`config.mk`:
```
export PLATFORM = sky130hd
export DESIGN_NAME = sisc_ctrl_gen_flat
export DESIGN_NICKNAME = d
export VERILOG_FILES = /design/src/rtl/sisc_pkg.sv /design/src/rtl/sisc_ctrl_gen_if.sv /design/src/rtl/sisc_br_eval.sv /design/src/rtl/sisc_ctrl_gen.sv /design/src/flat_wrapper.sv
export SDC_FILE = /design/constraint.sdc
export NUM_CORES = 1
export LEC_CHECK = 0
export ABC_AREA = 0
export ABC_CLOCK_PERIOD_IN_PS = 3900
export BUFFER_PORTS_ARGS = -buffer_cell sky130_fd_sc_hd__clkbuf_2
export CAP_MARGIN = 30
export CORE_UTILIZATION = 40
export DETAILED_ROUTE_END_ITERATION = 10
export GPL_TIMING_DRIVEN = 0
export PLACE_DENSITY_LB_ADDON = 0.15
export SLEW_MARGIN = 5
export SYNTH_ARGS = -nofsm -noshare
export SYNTH_HDL_FRONTEND = slang
export SYNTH_HIERARCHICAL = 1
export SYNTH_SLANG_ARGS = --single-unit
export TNS_END_PERCENT = 30
```
`constraint.sdc`:
```
create_clock -name clk -period 3.9 [get_ports clk]
set_clock_uncertainty 0.2 [all_clocks]
set_input_delay 0.39 -clock clk [delete_from_list [all_inputs] [get_ports clk]]
set_output_delay 0.39 -clock clk [all_outputs]
set_load 0.03 [all_outputs]
```
`src/rtl/sisc_pkg.sv`:
```
// Shared constants for the SISC controller: opcodes, FSM state encoding,
// ALU operation codes and the bundled control-output record.
package sisc_pkg;

  localparam int OPC_NOOP   = 0;
  localparam int OPC_REG_OP = 1;
  localparam int OPC_REG_IM = 2;
  localparam int OPC_BRA    = 4;
  localparam int OPC_BRR    = 5;
  localparam int OPC_BNE    = 6;
  localparam int OPC_BNR    = 7;
  localparam int OPC_LOD    = 8;
  localparam int OPC_STR    = 9;
  localparam int OPC_HLT    = 15;

  typedef enum logic [2:0] {
    ST_START0    = 3'd0,
    ST_START1    = 3'd1,
    ST_FETCH     = 3'd2,
    ST_DECODE    = 3'd3,
    ST_EXECUTE   = 3'd4,
    ST_MEM       = 3'd5,
    ST_WRITEBACK = 3'd6,
    ST_HALT      = 3'd7
  } state_t;

  localparam logic [1:0] ALU_HOLD = 2'b00;
  localparam logic [1:0] ALU_ADDR = 2'b01;
  localparam logic [1:0] ALU_RR   = 2'b10;
  localparam logic [1:0] ALU_RI   = 2'b11;

  typedef struct packed {
    logic       pc_rst;
    logic       ir_load;
    logic       pc_write;
    logic       pc_sel;
    logic       br_sel;
    logic [1:0] alu_op;
    logic       stat_en;
    logic       mm_sel;
    logic       dm_we;
    logic       rf_we;
    logic       wb_sel;
    logic       halted;
  } ctrl_t;

endpackage

```
`src/rtl/sisc_ctrl_gen_if.sv`:
```
// Bundle of IR fields, status, memory handshake and control strobes between
// the SISC controller (master) and the datapath (slave).
interface sisc_ctrl_gen_if #(
  parameter int OP_W   = 4,
  parameter int STAT_W = 4
);
  logic [OP_W-1:0]   opcode;
  logic [STAT_W-1:0] mm;
  logic [STAT_W-1:0] stat;
  logic              mem_rdy;
  logic              pc_rst;
  logic              ir_load;
  logic              pc_write;
  logic              pc_sel;
  logic              br_sel;
  logic [1:0]        alu_op;
  logic              stat_en;
  logic              mm_sel;
  logic              dm_we;
  logic              rf_we;
  logic              wb_sel;
  logic              halted;
  logic              mem_err;
  logic [2:0]        state_o;

  modport master (
    input  opcode, mm, stat, mem_rdy,
    output pc_rst, ir_load, pc_write, pc_sel, br_sel, alu_op, stat_en,
           mm_sel, dm_we, rf_we, wb_sel, halted, mem_err, state_o
  );

  modport slave (
    output opcode, mm, stat, mem_rdy,
    input  pc_rst, ir_load, pc_write, pc_sel, br_sel, alu_op, stat_en,
           mm_sel, dm_we, rf_we, wb_sel, halted, mem_err, state_o
  );
endinterface

```
`src/rtl/sisc_br_eval.sv`:
```
// Branch condition: any masked status bit set means "hit"; the negated
// branch forms take the branch when nothing in the mask is set.
module sisc_br_eval #(
  parameter int STAT_W = 4
) (
  input  logic [STAT_W-1:0] i_stat,
  input  logic [STAT_W-1:0] i_mm,
  input  logic              i_neg,
  output logic              o_taken
);
  logic w_hit;

  assign w_hit   = |(i_stat & i_mm);
  assign o_taken = i_neg ? ~w_hit : w_hit;
endmodule

```
`src/rtl/sisc_ctrl_gen.sv`:
```
// SISC control-signal generator: Moore FSM sequencing fetch/decode/execute,
// optional memory access with timeout, and writeback.
//
//   state     | meaning
//   START0    | PC held in reset
//   START1    | one settling cycle after PC reset
//   FETCH     | load IR, advance PC
//   DECODE    | capture opcode/mask; HLT goes straight to HALT
//   EXECUTE   | ALU op or branch resolution
//   MEM       | data memory access, waits for mem_rdy with timeout
//   WRITEBACK | register file update
//   HALT      | absorbing until reset
module sisc_ctrl_gen
  import sisc_pkg::*;
#(
  parameter int OP_W   = 4,
  parameter int STAT_W = 4,
  parameter int MEM_TO = 15
) (
  input  logic            clk,
  input  logic            rst_f,
  sisc_ctrl_gen_if.master bus
);
  localparam int              CNT_W  = (MEM_TO < 1) ? 1 : $clog2(MEM_TO + 1);
  localparam logic [CNT_W-1:0] TO_VAL = CNT_W'(MEM_TO);

  state_t            r_state;
  state_t            w_next;
  logic [OP_W-1:0]   r_op;
  logic [STAT_W-1:0] r_mm;
  logic [CNT_W-1:0]  r_wait;
  logic              r_mem_err;
  ctrl_t             w_ctrl;

  logic w_is_reg_op, w_is_reg_im, w_is_lod, w_is_str, w_is_mem;
  logic w_is_bra, w_is_brr, w_is_bne, w_is_bnr, w_is_br;
  logic w_br_neg, w_br_rel, w_taken, w_dec_hlt, w_wait_tc, w_timeout;

  assign w_is_reg_op = (r_op == OP_W'(OPC_REG_OP));
  assign w_is_reg_im = (r_op == OP_W'(OPC_REG_IM));
  assign w_is_lod    = (r_op == OP_W'(OPC_LOD));
  assign w_is_str    = (r_op == OP_W'(OPC_STR));
  assign w_is_bra    = (r_op == OP_W'(OPC_BRA));
  assign w_is_brr    = (r_op == OP_W'(OPC_BRR));
  assign w_is_bne    = (r_op == OP_W'(OPC_BNE));
  assign w_is_bnr    = (r_op == OP_W'(OPC_BNR));
  assign w_is_mem    = w_is_lod | w_is_str;
  assign w_is_br     = w_is_bra | w_is_brr | w_is_bne | w_is_bnr;
  assign w_br_neg    = w_is_bne | w_is_bnr;
  assign w_br_rel    = w_is_brr | w_is_bnr;

  // HLT is recognised from the live opcode while it is being captured.
  assign w_dec_hlt   = (bus.opcode == OP_W'(OPC_HLT));
  assign w_wait_tc   = (r_wait == TO_VAL);
  assign w_timeout   = (r_state == ST_MEM) && !bus.mem_rdy && w_wait_tc;

  sisc_br_eval #(.STAT_W(STAT_W)) u_br_eval (
    .i_stat  (bus.stat),
    .i_mm    (r_mm),
    .i_neg   (w_br_neg),
    .o_taken (w_taken)
  );

  // State register.
  always_ff @(posedge clk or negedge rst_f) begin
    if (!rst_f) r_state <= ST_START0;
    else        r_state <= w_next;
  end

  // Capture instruction fields once per instruction, in DECODE.
  always_ff @(posedge clk or negedge rst_f) begin
    if (!rst_f) begin
      r_op <= '0;
      r_mm <= '0;
    end else if (r_state == ST_DECODE) begin
      r_op <= bus.opcode;
      r_mm <= bus.mm;
    end
  end

  // Memory wait counter: cleared on the way into MEM, stops at the timeout value.
  always_ff @(posedge clk or negedge rst_f) begin
    if (!rst_f)                                                 r_wait <= '0;
    else if (r_state == ST_EXECUTE)                             r_wait <= '0;
    else if (r_state == ST_MEM && !bus.mem_rdy && !w_wait_tc)   r_wait <= r_wait + 1'b1;
  end

  // Sticky timeout flag, only cleared by reset.
  always_ff @(posedge clk or negedge rst_f) begin
    if (!rst_f)         r_mem_err <= 1'b0;
    else if (w_timeout) r_mem_err <= 1'b1;
  end

  // Next-state decision.
  always_comb begin
    w_next = r_state;
    case (r_state)
      ST_START0:    w_next = ST_START1;
      ST_START1:    w_next = ST_FETCH;
      ST_FETCH:     w_next = ST_DECODE;
      ST_DECODE:    w_next = w_dec_hlt ? ST_HALT : ST_EXECUTE;
      ST_EXECUTE:   w_next = w_is_mem ? ST_MEM : ST_WRITEBACK;
      ST_MEM: begin
        if (bus.mem_rdy)    w_next = ST_WRITEBACK;
        else if (w_wait_tc) w_next = ST_HALT;
      end
      ST_WRITEBACK: w_next = ST_FETCH;
      ST_HALT:      w_next = ST_HALT;
      default:      w_next = ST_START0;
    endcase
  end

  // Moore control outputs from state, latched fields and live status.
  always_comb begin
    w_ctrl = '0;
    case (r_state)
      ST_START0: w_ctrl.pc_rst = 1'b1;
      ST_FETCH: begin
        w_ctrl.ir_load  = 1'b1;
        w_ctrl.pc_write = 1'b1;
      end
      ST_EXECUTE: begin
        if (w_is_reg_op) begin
          w_ctrl.alu_op  = ALU_RR;
          w_ctrl.stat_en = 1'b1;
        end else if (w_is_reg_im) begin
          w_ctrl.alu_op  = ALU_RI;
          w_ctrl.stat_en = 1'b1;
        end else if (w_is_mem) begin
          w_ctrl.alu_op  = ALU_ADDR;
        end else if (w_is_br && w_taken) begin
          w_ctrl.pc_write = 1'b1;
          w_ctrl.pc_sel   = 1'b1;
          w_ctrl.br_sel   = w_br_rel;
        end
      end
      ST_MEM: begin
        w_ctrl.mm_sel = 1'b1;
        w_ctrl.dm_we  = w_is_str;
      end
      ST_WRITEBACK: begin
        w_ctrl.rf_we  = w_is_reg_op | w_is_reg_im | w_is_lod;
        w_ctrl.wb_sel = w_is_lod;
        w_ctrl.mm_sel = w_is_lod;
      end
      ST_HALT: w_ctrl.halted = 1'b1;
      default: w_ctrl = '0;
    endcase
  end

  assign bus.pc_rst   = w_ctrl.pc_rst;
  assign bus.ir_load  = w_ctrl.ir_load;
  assign bus.pc_write = w_ctrl.pc_write;
  assign bus.pc_sel   = w_ctrl.pc_sel;
  assign bus.br_sel   = w_ctrl.br_sel;
  assign bus.alu_op   = w_ctrl.alu_op;
  assign bus.stat_en  = w_ctrl.stat_en;
  assign bus.mm_sel   = w_ctrl.mm_sel;
  assign bus.dm_we    = w_ctrl.dm_we;
  assign bus.rf_we    = w_ctrl.rf_we;
  assign bus.wb_sel   = w_ctrl.wb_sel;
  assign bus.halted   = w_ctrl.halted;
  assign bus.mem_err  = r_mem_err;
  assign bus.state_o  = r_state;
endmodule

```
`src/flat_wrapper.sv`:
```
// flat-port wrapper written by rule: the top's interface ports become plain ports
module sisc_ctrl_gen_flat import sisc_pkg::*;
#(
  parameter int OP_W   = 4,
  parameter int STAT_W = 4,
  parameter int MEM_TO = 15
)
  (clk, rst_f, bus_opcode, bus_mm, bus_stat, bus_mem_rdy, bus_pc_rst, bus_ir_load, bus_pc_write, bus_pc_sel, bus_br_sel, bus_alu_op, bus_stat_en, bus_mm_sel, bus_dm_we, bus_rf_we, bus_wb_sel, bus_halted, bus_mem_err, bus_state_o);
  sisc_ctrl_gen_if #(.OP_W(OP_W), .STAT_W(STAT_W)) bus_i ();
  input  logic clk;
  input  logic rst_f;
  input wire logic [$bits(bus_i.opcode)-1:0] bus_opcode;
  input wire logic [$bits(bus_i.mm)-1:0] bus_mm;
  input wire logic [$bits(bus_i.stat)-1:0] bus_stat;
  input wire logic [$bits(bus_i.mem_rdy)-1:0] bus_mem_rdy;
  output wire logic [$bits(bus_i.pc_rst)-1:0] bus_pc_rst;
  output wire logic [$bits(bus_i.ir_load)-1:0] bus_ir_load;
  output wire logic [$bits(bus_i.pc_write)-1:0] bus_pc_write;
  output wire logic [$bits(bus_i.pc_sel)-1:0] bus_pc_sel;
  output wire logic [$bits(bus_i.br_sel)-1:0] bus_br_sel;
  output wire logic [$bits(bus_i.alu_op)-1:0] bus_alu_op;
  output wire logic [$bits(bus_i.stat_en)-1:0] bus_stat_en;
  output wire logic [$bits(bus_i.mm_sel)-1:0] bus_mm_sel;
  output wire logic [$bits(bus_i.dm_we)-1:0] bus_dm_we;
  output wire logic [$bits(bus_i.rf_we)-1:0] bus_rf_we;
  output wire logic [$bits(bus_i.wb_sel)-1:0] bus_wb_sel;
  output wire logic [$bits(bus_i.halted)-1:0] bus_halted;
  output wire logic [$bits(bus_i.mem_err)-1:0] bus_mem_err;
  output wire logic [$bits(bus_i.state_o)-1:0] bus_state_o;
  assign bus_i.opcode = bus_opcode;
  assign bus_i.mm = bus_mm;
  assign bus_i.stat = bus_stat;
  assign bus_i.mem_rdy = bus_mem_rdy;
  assign bus_pc_rst = bus_i.pc_rst;
  assign bus_ir_load = bus_i.ir_load;
  assign bus_pc_write = bus_i.pc_write;
  assign bus_pc_sel = bus_i.pc_sel;
  assign bus_br_sel = bus_i.br_sel;
  assign bus_alu_op = bus_i.alu_op;
  assign bus_stat_en = bus_i.stat_en;
  assign bus_mm_sel = bus_i.mm_sel;
  assign bus_dm_we = bus_i.dm_we;
  assign bus_rf_we = bus_i.rf_we;
  assign bus_wb_sel = bus_i.wb_sel;
  assign bus_halted = bus_i.halted;
  assign bus_mem_err = bus_i.mem_err;
  assign bus_state_o = bus_i.state_o;
  sisc_ctrl_gen #(.OP_W(OP_W), .STAT_W(STAT_W), .MEM_TO(MEM_TO)) u_core (.clk(clk), .rst_f(rst_f), .bus(bus_i));
endmodule
```
==> flow_summary_export.csv <==
group,metric,value,unit
outcome,status,"finished, final reports clean",
power_and_ir_drop,power_density,763,nW/µm²
grt,grt_pass1_vias,807,
die,die_area,2610,µm²
timing,final_max_slew_viol_count,0,
die,die_x,51.1,µm
synthesis,synthTopCellsByCount,"dfrtp_1, nor3_1, mux2_2, nor2_1",
timing,fmax,392,MHz
synthesis,synth_top_area_cell,"dfrtp_1",
synthesis,ys_warn_count,6,
place,dp_hpwl,1550,µm
route,via_per_inst,5.30,
route,drt_iter0_drc,10,
worst_hold_path,hold_path.class,"input port to flip-flop",
worst_setup_path,rrSetupSlack,2150,ps
grt,globalRouteOverflowTotal,0,
worst_setup_path,crit_required,3310,ps
route,wirelength,2080,µm
finish,multi_input_area,517,µm²
cts,clkLatencyLatePin,280,ps
route,post_drt_wl_per_cell,13.2,µm
die,start_util,0.432,
cts,cts_tree,"built",
synthesis,ys_types,39,
timing,rsz0062_at_grt,"false",
grt,grt_antenna_before_repair,0,
flow_run,drv_cap,0,
synthesis,syn_area,965,µm²
cts,post_cts_buffers,0,
worst_setup_path,critPathKind,"flip-flop to output port",
finish,areaGrowthSynthToFinish,24.5,%
grt,grt_max_degree,17,
worst_setup_path,crit_arrival,1960,ps
worst_setup_path,cp_slowest_cell,"dfrtp_1",
finish,final_nets,147,
cts,cts_made_buffers,3,
cts,hold_buffers,1,
synthesis,synth_edf_count,0,
die,ios,32,
timing,setup-violations-final,0,
timing,hold_viol,0,
timing,fin_crit,2550,ps
power_and_ir_drop,vdd_drop_max,0.384,mV
worst_setup_path,slowest_delay,390,ps
cts,cts.clk_slew.worst_paths,90,ps
cts,post_cts_resize_count,0,
synthesis,synth_area_leaders,"dfrtp_1, mux2_2, nor3_1",
synthesis,synth.avg_cell_area,10.3,µm²
grt,grt_pass1_wl,3670,µm
worst_setup_path,crit_path_max_fanout,2,
timing,relSlewSlack,0.732,
synthesis,yosysTopAreaCellShare,0.415,
die,rows,17,
finish,drive_gt1_frac,0.438,
synthesis,syn_inst,94,
die,core_area,2230,µm²
synthesis,async_reset_ff_frac,1.00,
worst_setup_path,timing.rr.start,"u_core/r_wait[0]$_DFFE_PN0P_",
place,port_buffers,31,
worst_setup_path,startpoint_type,"flip-flop",
synthesis,ys_seq_area_frac,0.415,
cts,clockRootBuffer,"clkbuf_4",
timing,tightestPinTransition,402,ps
route,via_count,838,
route,final_antenna_net_count,0,
route,drc_errors,0,
worst_setup_path,path_cells,"a22o_1 > a221oi_2 > xnor2_1 > nand4b_1 > mux2_2 > nor2_1 > clkbuf_2",
synthesis,synthFlopType,"dfrtp_1",
cts,cts.sinks,16,
die,die_h,51.1,µm
synthesis,yosys.cell_count.top_type,"dfrtp_1",
finish,regArea,400,µm²
cts,htreeDepth,1,
power_and_ir_drop,p_leak,0.000553,µW
grt,grtUsageTotal,0.192,
timing,finalCritPeriodShare,0.655,
timing,finalSetupTns,0,ps
worst_setup_path,setup.worst_path.start,"u_core/r_mm[0]$_DFFE_PN0P_",
synthesis,synth_seq_cells,16,
place,globalplace.congestion,0.801,
synthesis,syn_nets,110,
worst_setup_path,crit_path_end_kind,"output port",
route,first_pass_iters,4,
finish,n_antenna_cell,0,
cts,cts_max_path_buffers,2,
worst_hold_path,min-delay-start,"bus_mm[3]",
finish,final.fill_count,213,
timing,whs,133,ps
==> worst paths after layout <==
kind | endpoint | cells past startpoint
setup / recovery | bus_pc_write | 7
hold / removal | u_core/r_mm[3]$_DFFE_PN0P_ | 2
setup reg to reg | u_core/r_wait[3]$_DFFE_PN0P_ | 5
hold reg to reg | u_core/bus.mem_err$_DFFE_PN0P_ | 1
max in group asynchronous | u_core/bus.state_o[0]$_DFFE_PN0P_ | 2
min in group asynchronous | u_core/r_mm[3]$_DFFE_PN0P_ | 2
==> final cells by class <==
| class | count | area share |
|---|---|---|
| Clock buffer | 4 | 0.0302 |
| Multi-Input combinational cell | 69 | 0.430 |
| Timing Repair Buffer | 32 | 0.137 |
| Inverter | 3 | 0.00938 |
| Tap cell | 28 | 0.0292 |
| Buffer | 6 | 0.0302 |
| Sequential cell | 16 | 0.333 |
==> worst max-delay path: cells and delay by family (launching register included) <==
family | cells | cell delay [ps]
mux | 1 | 280
buf+inv | 1 | 210
flops | 1 | 390
simple gates | 2 | 230
xor+xnor | 1 | 160
compound gates | 2 | 420
==> power by group <==
group	total (µW)	leakage, µW	switching [µW]	internal [µW]
combinational	493	0.000337	280	213
clock	109	0.0000210	52.5	56.8
sequential	314	0.000195	79.0	235
total	917	0.000553	412	505
==> through the flow <==
step / power [µW] / util / cell area [µm²] / cells / worst slack [ps]
final: 917 / 0.538 / 1200 / 158 / 1350
after global routing: 998 / 0.538 / 1200 / 158 / 1170
after CTS: 924 / 0.538 / 1200 / 158 / 1320
after detailed placement: 811 / 0.517 / 1150 / 153 / 1530
after global placement: 797 / 0.517 / 1150 / 153 / 1550
after floorplan: 689 / - / 965 / 94 / 1160
==> logic make-up after synthesis <==
| logic type | count (synthesis) | synth area share |
|---|---|---|
| buffers and inverters | 9 | 0.0493 |
| AO/OA/AOI/OAI | 18 | 0.137 |
| XOR/XNOR | 2 | 0.0182 |
| multiplexers | 10 | 0.115 |
| flip-flops | 16 | 0.415 |
| AND/OR/NAND/NOR | 38 | 0.252 |
| adder cells (fa/ha/maj) | 1 | 0.0130 |
==> flip-flops by register name, summed over array words and instances, names as in the netlist, named ones only <==
signal              cells
u_core/r_wait           4
u_core/r_op             4
u_core/r_mm             4
u_core/bus.state_o      2
u_core/bus.mem_err      1
==> routing by layer <==
metal,vias up,wire (µm),track usage
met5,-,0,0
met2,24,975,0.318
li1,420,-,-
met1,392,981,0.243
met3,2,99,0.0238
met4,0,23,0.0972
==> cells in the final DEF (no fill, tap or decap), types with 2 or more instances in the layout <==
master	count
nor3b_1	2
nand2b_1	2
nand3_1	2
mux2_2	9
o21a_1	2
nor3_1	10
o21ai_0	4
clkbuf_4	3
a21oi_1	4
buf_4	3
buf_2	2
nor2_1	6
nand2_1	4
inv_1	3
clkbuf_2	31
dfrtp_1	16
Note: power is estimated with default switching activity, not from simulation.
